===== src/rtl/dequantize_elem_pkg.sv =====
// Shared field widths, special encodings and the leading-one detector used by
// the per-lane dequantizer.
package dequantize_elem_pkg;

  localparam int unsigned DATA_W   = 32;
  localparam int unsigned MANT_W   = 23;
  localparam int unsigned EXP_W    = 8;
  localparam int unsigned EXP_BIAS = 127;
  localparam int unsigned SIG_W    = MANT_W + 1;
  localparam int unsigned PROD_W   = DATA_W + SIG_W;
  localparam int unsigned LOD_W    = $clog2(PROD_W);

  localparam logic [DATA_W-1:0] QNAN    = 32'h7FC0_0000;
  localparam logic [DATA_W-1:0] POS_INF = 32'h7F80_0000;

  typedef struct packed {
    logic              sign;
    logic [DATA_W-1:0] mag;
    logic [SIG_W-1:0]  sig;
    logic [EXP_W-1:0]  exp;
  } stage1_t;

  // Index of the most significant set bit; 0 for an all-zero input.
  function automatic logic [LOD_W-1:0] lod(input logic [PROD_W-1:0] v);
    logic [LOD_W-1:0] idx;
    idx = '0;
    for (int i = 0; i < int'(PROD_W); i++) begin
      if (v[i]) idx = LOD_W'(i);
    end
    return idx;
  endfunction

endpackage


===== src/rtl/dequantize_elem_round_norm.sv =====
// Normalizes the exact mag x sig product to its leading one, rounds the
// fraction to nearest-even and packs an IEEE-754 single with inf/zero clamping.
module fp_round_norm
  import dequantize_elem_pkg::*;
(
  input  logic [PROD_W-1:0] prod_i,
  input  logic [EXP_W-1:0]  exp_i,
  input  logic              sign_i,
  output logic [DATA_W-1:0] result_o
);

  logic [LOD_W-1:0]   lead;
  logic [LOD_W-1:0]   shamt;
  logic [PROD_W-2:0]  norm;
  logic [MANT_W-1:0]  frac;
  logic               guard;
  logic               sticky;
  logic               round_up;
  logic [MANT_W:0]    mant_rnd;
  logic signed [10:0] exp_fin;

  assign lead  = lod(prod_i);
  assign shamt = LOD_W'(PROD_W - 1) - lead;
  // Leading one lands on bit PROD_W-1 and is dropped; fraction sits right below.
  assign norm  = (PROD_W-1)'(prod_i << shamt);

  assign frac     = norm[PROD_W-2 -: MANT_W];
  assign guard    = norm[PROD_W-2-MANT_W];
  assign sticky   = |norm[PROD_W-3-MANT_W:0];
  assign round_up = guard & (sticky | frac[0]);
  assign mant_rnd = {1'b0, frac} + (MANT_W+1)'(round_up);

  assign exp_fin = $signed({5'b0, lead}) + $signed({3'b0, exp_i})
                 - 11'sd23 + $signed({10'b0, mant_rnd[MANT_W]});

  always_comb begin
    result_o = {sign_i, exp_fin[EXP_W-1:0], mant_rnd[MANT_W-1:0]};
    if (exp_fin >= 11'sd255) begin
      result_o = {sign_i, POS_INF[DATA_W-2:0]};
    end else if (exp_fin <= 11'sd0) begin
      result_o = {sign_i, {(DATA_W-1){1'b0}}};
    end
  end

endmodule


===== src/rtl/dequantize_elem.sv =====
// One output lane of the dequantize array: signed accumulator times a positive
// FP scale, rounded to IEEE-754 single. Two register stages, one result per clock.
module dequantize_elem
  import dequantize_elem_pkg::*;
#(
  parameter int unsigned FP_DATA_W   = DATA_W,
  parameter int unsigned FP_MANT_W   = MANT_W,
  parameter int unsigned FP_EXP_W    = EXP_W,
  parameter int unsigned FP_EXP_BIAS = EXP_BIAS,
  parameter int unsigned BIT_NUM     = 8
) (
  input  logic                 clk,
  input  logic                 rstnn,
  input  logic [FP_DATA_W-1:0] acc_i,
  input  logic [FP_MANT_W-1:0] mantissa_scale_i,
  input  logic [FP_EXP_W-1:0]  exp_scale_i,
  output logic [FP_DATA_W-1:0] r_data_o
);

  localparam logic [FP_EXP_W-1:0] EXP_ALL_ONES = FP_EXP_W'(2 * FP_EXP_BIAS + 1);

  stage1_t           s1_d, s1_q;
  logic [DATA_W-1:0] r_data_d, r_data_q;
  logic [PROD_W-1:0] prod;
  logic [DATA_W-1:0] rn_result;

  // -2^31 negates to itself, which read unsigned is exactly 2^31.
  always_comb begin
    s1_d.sign = acc_i[FP_DATA_W-1];
    s1_d.mag  = acc_i[FP_DATA_W-1] ? (~acc_i + 1'b1) : acc_i;
    s1_d.sig  = {1'b1, mantissa_scale_i};
    s1_d.exp  = exp_scale_i;
  end

  assign prod = {{SIG_W{1'b0}}, s1_q.mag} * {{DATA_W{1'b0}}, s1_q.sig};

  fp_round_norm u_round_norm (
    .prod_i   (prod),
    .exp_i    (s1_q.exp),
    .sign_i   (s1_q.sign),
    .result_o (rn_result)
  );

  always_comb begin
    r_data_d = rn_result;
    if (s1_q.exp == EXP_ALL_ONES) begin
      r_data_d = QNAN;
    end else if ((s1_q.mag == '0) || (s1_q.exp == '0)) begin
      r_data_d = '0;
    end
  end

  always_ff @(posedge clk) begin
    if (rstnn) begin
      s1_q     <= '0;
      r_data_q <= '0;
    end else begin
      s1_q     <= s1_d;
      r_data_q <= r_data_d;
    end
  end

  assign r_data_o = r_data_q;

endmodule


===== config.mk =====
export PLATFORM = sky130hd
export DESIGN_NAME = dequantize_elem
export DESIGN_NICKNAME = d
export VERILOG_FILES = /design/src/rtl/dequantize_elem_pkg.sv /design/src/rtl/dequantize_elem_round_norm.sv /design/src/rtl/dequantize_elem.sv
export SDC_FILE = /design/constraint.sdc
export NUM_CORES = 2
export LEC_CHECK = 0
export ABC_CLOCK_PERIOD_IN_PS = 39600
export CORE_MARGIN = 8
export CORE_UTILIZATION = 30
export CTS_CLUSTER_SIZE = 14
export DETAILED_ROUTE_END_ITERATION = 10
export RECOVER_POWER = 50
export REMOVE_ABC_BUFFERS = 1
export SKIP_CTS_REPAIR_TIMING = 1
export SKIP_LAST_GASP = 1
export SYNTH_ARGS = -nofsm -noshare
export SYNTH_HDL_FRONTEND = slang
export SYNTH_HIERARCHICAL = 1
export SYNTH_SLANG_ARGS = --single-unit
export TNS_END_PERCENT = 100

===== constraint.sdc =====
create_clock -name clk -period 39.6 [get_ports clk]
set_input_delay 3.96 -clock clk [delete_from_list [all_inputs] [get_ports clk]]
set_output_delay 3.96 -clock clk [all_outputs]
set_load 0.03 [all_outputs]

# [After elaboration in Yosys (flattened, before gate mapping)]
# Cells that the tools add are included.
[classes] eq_ne=1 muxes=61 n_lt_le_gt_ge=2 shift=1 bitwise=4 n_mul=1 n_reduce_logical=7 add_sub_neg=6
[ops] cell="$mux 31" n=5
[ops] cell="$mux 6" n=24
[ops] cell="$mux 5" n=16
[ops] cell="$mul 32x24->56" n=1
[ops] cell="$shl 56x6->55" n=1
[ops] cell="$add 32x1->32 const B" n=1
[ops] cell="$logic_not 32->1" n=1
[ops] cell="$mux 32" n=1
[ops] cell="$mux 4" n=8
[ops] cell="$not 32->32" n=1
[ops] cell="$reduce_or 31->1" n=1
[ops] cell="$add 23x1->24" n=1
[ops] cell="$mux 3" n=4
[ops] cell="$add 11x2->11" n=1
[ops] cell="$ge 11x9->1 const B" n=1
[ops] cell="$le 11x1->1 const B" n=1
[ops] cell="$sub 11x6->11 const B" n=1
[ops] cell="$add 6x8->9" n=1
[ops] cell="$eq 8x8->1 const B" n=1
[ops] cell="$logic_not 8->1" n=1
[ops] cell="$sub 6x6->6 const A" n=1
[ops] cell="$reduce_or 5->1" n=1
[ops] cell="$mux 2" n=2
[ops] cell="$reduce_or 3->1" n=1
[ops] cell="other kinds (6)" n=6
[word_totals] in_bits=65 regBits=97 word_cells=92 output_inout_bits=32

# [Longest topological paths before layout]
[depth] depth_word=68 mapped_depth=58

# [Hierarchy]
# Netlist, hierarchy kept.
[by_module_without_submodules] module="dequantize_elem" seq_area_each_um2=1941.9 n_inst=1 cells_each=3156 area_per_inst_um2=28143.2
[by_module_without_submodules] module="fp_round_norm" seq_area_each_um2=0.0 n_inst=1 cells_each=1082 area_per_inst_um2=6789.0

# [Worst setup path before layout]
# No wires, ideal clock.
[synth_timing] path_type="register -> register" start="register s1_q[45] (netlist bit)" end="register r_data_q[10] (netlist: r_data_o[10])" path_stages_with_launch=52 path_slack_ps=26480 arrival_time_ps=13005 t_required_ps=39485 period_less_slack_ps=13120 setup_time_ps=115 cell_sequence="dfxtp_1 -> clkbuf_1 -> nand2_1 -> fa_1 -> inv_1 -> fa_1 -> inv_1 -> fa_1 -> inv_1 -> fa_1 -> inv_1 -> fa_1 -> inv_1 -> fa_1 -> inv_1 -> fa_1 -> inv_1 -> ha_1 -> [16 not listed] -> a2111oi_0 -> o31ai_1 -> a22oi_2 -> o31ai_1 -> nor3_2 -> nand2_1 -> nor4_1 -> ha_1 -> ha_1 -> nor3b_1 -> xnor2_1 -> or4_1 -> o41ai_1 -> or2_2 -> buf_1 -> clkbuf_1 -> nor3_1 -> and2_1"
[synth_between] elab_cells_between_ends=58 classes_between="add/sub (5); mul (1); order compare (2); shift (1); mux (43); bitwise (2); reduce/logical (4)"
[synth_rtl] item="start, declared" line_no="dequantize_elem.sv:22" rtl="stage1_t s1_d, s1_q;"
[synth_rtl] item="start signal, assigned" line_no="dequantize_elem.sv:55" rtl="s1_q <= '0;"
[synth_rtl] item="start signal, assigned" line_no="dequantize_elem.sv:58" rtl="s1_q <= s1_d;"
[synth_rtl] item="$mul 32x24->56 *" line_no="dequantize_elem.sv:35" rtl="assign prod = {{SIG_W{1'b0}}, s1_q.mag} * {{DATA_W{1'b0}}, s1_q.sig};"
[synth_rtl] item="via prod[49]" line_no="dequantize_elem.sv:24" rtl="logic [PROD_W-1:0] prod;"
[synth_rtl] item="$mux 6 (7 in a row)" line_no="dequantize_elem_pkg.sv:28" rtl="if (v[i]) idx = LOD_W'(i);"
[synth_rtl] item="$sub 6x6->6" line_no="dequantize_elem_round_norm.sv:23" rtl="assign shamt = LOD_W'(PROD_W - 1) - lead;"
[synth_rtl] item="$shl 56x6->55" line_no="dequantize_elem_round_norm.sv:25" rtl="assign norm = (PROD_W-1)'(prod_i << shamt);"
[synth_rtl] item="$reduce_or 31->1" line_no="dequantize_elem_round_norm.sv:29" rtl="assign sticky = |norm[PROD_W-3-MANT_W:0];"
[synth_rtl] item="$or 1x1->1" line_no="dequantize_elem_round_norm.sv:30" rtl="assign round_up = guard & (sticky | frac[0]);"
[synth_rtl] item="$and 1x1->1" line_no="dequantize_elem_round_norm.sv:30"
[synth_rtl] item="$add 23x1->24" line_no="dequantize_elem_round_norm.sv:31" rtl="assign mant_rnd = {1'b0, frac} + (MANT_W+1)'(round_up);"
[synth_rtl] item="$add 11x2->11" line_no="dequantize_elem_round_norm.sv:34" rtl="- 11'sd23 + $signed({10'b0, mant_rnd[MANT_W]});"
[synth_rtl] item="$le 11x1->1 / $ge 11x9->1 (equally long branches)" line_no="dequantize_elem_round_norm.sv:40, dequantize_elem_round_norm.sv:38"
[synth_rtl] item="$reduce_or 5->1 (no source line)"
[synth_rtl] item="end signal, assigned" line_no="dequantize_elem.sv:59" rtl="r_data_q <= r_data_d;"
[synth_rtl] item="end, declared" line_no="dequantize_elem.sv:23" rtl="logic [DATA_W-1:0] r_data_d, r_data_q;"
# The timed path passes the listed nets; every way through them passes the cells marked *.
# A chain may end at the register's enable or synchronous reset.

# [Final worst setup path]
[layout_timing] start="register s1_q[20] (netlist bit)" end="register r_data_q[19] (netlist: r_data_o[19])"
[layout_between] elab_cells_between_ends=57 classes_between="add/sub (5); mul (1); order compare (2); shift (1); mux (44); bitwise (2); reduce/logical (2)"
[layout_rtl] item="$mul 32x24->56 *" line_no="dequantize_elem.sv:35"
[layout_rtl] item="via prod[48]" line_no="dequantize_elem.sv:24"
[layout_rtl] item="$mux 6 (8 in a row)" line_no="dequantize_elem_pkg.sv:28"
[layout_rtl] item="$sub 6x6->6" line_no="dequantize_elem_round_norm.sv:23"
[layout_rtl] item="$shl 56x6->55" line_no="dequantize_elem_round_norm.sv:25"
[layout_rtl] item="$reduce_or 31->1" line_no="dequantize_elem_round_norm.sv:29"
[layout_rtl] item="$or 1x1->1" line_no="dequantize_elem_round_norm.sv:30"
[layout_rtl] item="$and 1x1->1" line_no="dequantize_elem_round_norm.sv:30"
[layout_rtl] item="$add 23x1->24" line_no="dequantize_elem_round_norm.sv:31"
[layout_rtl] item="$add 11x2->11" line_no="dequantize_elem_round_norm.sv:34"
[layout_rtl] item="$le 11x1->1 / $ge 11x9->1 (equally long branches)" line_no="dequantize_elem_round_norm.sv:40, dequantize_elem_round_norm.sv:38"
[layout_rtl] item="$reduce_or 5->1 (no source line)"
# Marked as above.

==> flow_summary.json <==
{
  "route.detailed.drc": 0,
  "fin_nets": 5097,
  "syn_to_final_growth_pct": 7.82,
  "place.gp.congestion": 1.01,
  "num_vias": 29900,
  "hold_violations": 0,
  "clock_path_buffers": 2,
  "fin_ws_ns": 22.99,
  "grt-ovfl-total": 0,
  "synth_common_cells": "inv_1, fa_1, nand2_1",
  "synthFlopType": "dfxtp_1",
  "worstPathArrival_ns": 16.96,
  "ys_types": 109,
  "status": "finished, violations left",
  "synth-async-reset-ratio_pct": 0,
  "slew_violations": 75,
  "numPortBuffers": 96,
  "cp.required_ns": 39.96,
  "dp_hpwl_microns": 88000,
  "holdWs_ns": 0.541,
  "synth_top_cell_by_area": "fa_1",
  "grt_pass1_wl_microns": 182000,
  "die_height_microns": 357,
  "drt-initial-drc-count": 2535,
  "cts_htree_levels": 3,
  "cp-start-kind": "flop",
  "finalCritPeriodShare_pct": 41.9,
  "crit_type": "flop to flop",
  "synth-seq-area-share_pct": 5.56,
  "netlist_instances": 4238,
  "via_per_inst": 5.24,
  "tns_ns": 0,
  "relSlewSlack_pct": -59.6,
  "numCtsBuffers": 9,
  "crit_top_cell": "fa_1",
  "post_drt_wl_per_cell_microns": 20.0,
  "drive_above_1_share_pct": 4.19,
  "clkSinkCount": 97,
  "syn_area_sq_mm": 0.0349,
  "cts_tree": "yes",
  "antenna_found_initial": 2,
  "violations": "max-capacitance violations, max-slew violations",
  "reg2reg_from": "s1_q[20]$_SDFF_PP0_",
  "slowest_stage": "dfxtp_2",
  "fill_cells": 12200,
  "synth_edf_count": 0,
  "clk_latency_ns": 0.43,
  "dieArea_sq_mm": 0.128,
  "dp_slack_ns": 23.35,
  "ys_ff_latch": 97,
  "wirelength_microns": 114000,
  "critical_path.endpoint_type": "flop",
  "syn_avg_cell_area_sq_um": 8.24,
  "coreArea_sq_mm": 0.116,
  "root_buffer": "clkbuf_16",
  "setup_viol_count_final": 0,
  "io_pins": 97,
  "grt_usage_pct": 18.1,
  "rsz0062_at_grt": "no",
  "skew_ns": 0.0228,
  "synth_area_leaders": "fa_1, inv_1, and2_1, ha_1, nand2_1",
  "num_rows": 125,
  "synth_top_area_share_pct": 37.8,
  "fmax_mhz": 60.2,
  "cts.clk_slew.worst_paths_ns": 0.10,
  "path_max_fanout": 59,
  "drv_cap": 2,
  "die_w_microns": 357,
  "startpoint": "s1_q[20]$_SDFF_PP0_",
  "start_util_pct": 30.1,
  "critical_path.max_stage_delay_ns": 0.95,
  "min_path_type": "flop to flop",
  "post-synth-top-count-cell": "inv_1",
  "grt_pass1_vias": 31200,
  "worstHoldStart": "s1_q[64]$_SDFF_PP0_",
  "grt_max_degree": 60,
  "firstDrtPassIters": 6,
  "ant_nets": 0,
  "ys_warn_count": 6,
  "layout_min_cycle_time_ns": 16.61,
  "worst_pin_slew_ns": 2.39
}
==> registers in the layout (all words and copies together), names as in the netlist <==
name,cells
r_data_o,32
s1_q,65
==> kinds of logic (layout without fill, tap and decap cells) <==
| family | Yosys count | in the layout | synth area share (%) |
|---|---|---|---|
| DFF | 97 | 97 | 5.56 |
| muxes | 50 | 50 | 1.52 |
| and+or+nand+nor | 1487 | 1487 | 21.7 |
| other | 0 | 1 | 0 |
| xor gates and xnor gates | 92 | 92 | 2.31 |
| adders and majority gates | 860 | 860 | 45.0 |
| buffers and inverters | 1008 | 947 | 11.1 |
| AOI/OAI and AO/OA | 644 | 644 | 12.8 |
==> area by class of cell <==
type	instances	area, sq um	area share (%)
Clock inverter	7	95.1	0.252
Antenna cell	1	2.50	0.00664
Timing Repair Buffer	170	1510	4.00
Clock buffer	9	225	0.598
Tap cell	1524	1910	5.06
Multi-Input combinational cell	3133	29100	77.3
Sequential cell	97	1950	5.18
Inverter	761	2860	7.60
==> final timing paths <==
check / to / slack (ns) / cells after the start
setup / recovery: r_data_o[19]$_SDFF_PP0_ / 22.99 / 48
hold / removal: r_data_o[31]$_SDFF_PP0_ / 0.54 / 1
setup reg to reg: r_data_o[19]$_SDFF_PP0_ / 22.99 / 48
hold reg to reg: r_data_o[31]$_SDFF_PP0_ / 0.54 / 1
==> routing by layer <==
layer / vias to the layer above / track usage (%) / wire (microns)
met5: - / 0 / 0
met4: 0 / 5.36 / 3330
met3: 218 / 3.88 / 9620
met2: 1267 / 28.4 / 50800
met1: 15100 / 24.8 / 50500
li1: 13300 / - / -
==> critical path: cells and delay by family, from the launching register on <==
family	cells	cell delay, ns
and+or+nand+nor	15	5.20
buffers and inverters	6	1.12
adders and majority gates	10	4.30
AOI/OAI and AO/OA	17	4.88
DFF	1	0.95
==> through the flow <==
stage / util, % / std cells / area, sq um
2_1_floorplan: - / 3991 / 33900
3_5_place_dp: 32.2 / 5685 / 37300
4_1_cts: 32.5 / 5701 / 37700
5_1_grt: 32.5 / 5701 / 37700
3_3_place_gp: 32.2 / 5685 / 37300
6_report: 32.5 / 5702 / 37700
==> cells in the final DEF (no fill, tap or decap), types with 35 or more instances in the layout <==
| cell | count |
|---|---|
| inv_1 | 757 |
| fa_1 | 659 |
| nand2_1 | 545 |
| and2_1 | 442 |
| ha_1 | 201 |
| a21oi_1 | 157 |
| nor2_1 | 157 |
| o21ai_0 | 103 |
| dfxtp_1 | 90 |
| buf_4 | 73 |
| nor3_1 | 63 |
| a211oi_1 | 55 |
| clkdlybuf4s50_1 | 52 |
| xor2_1 | 50 |
| nand3_1 | 49 |
| dlygate4sd3_1 | 43 |
| xnor2_1 | 42 |
| nor2b_1 | 40 |
| nor4_1 | 39 |
| mux2i_1 | 35 |
Power is left out: the tool's default activity adds up to more than one toggle a clock period on the data nets, which glitch-free logic cannot reach.
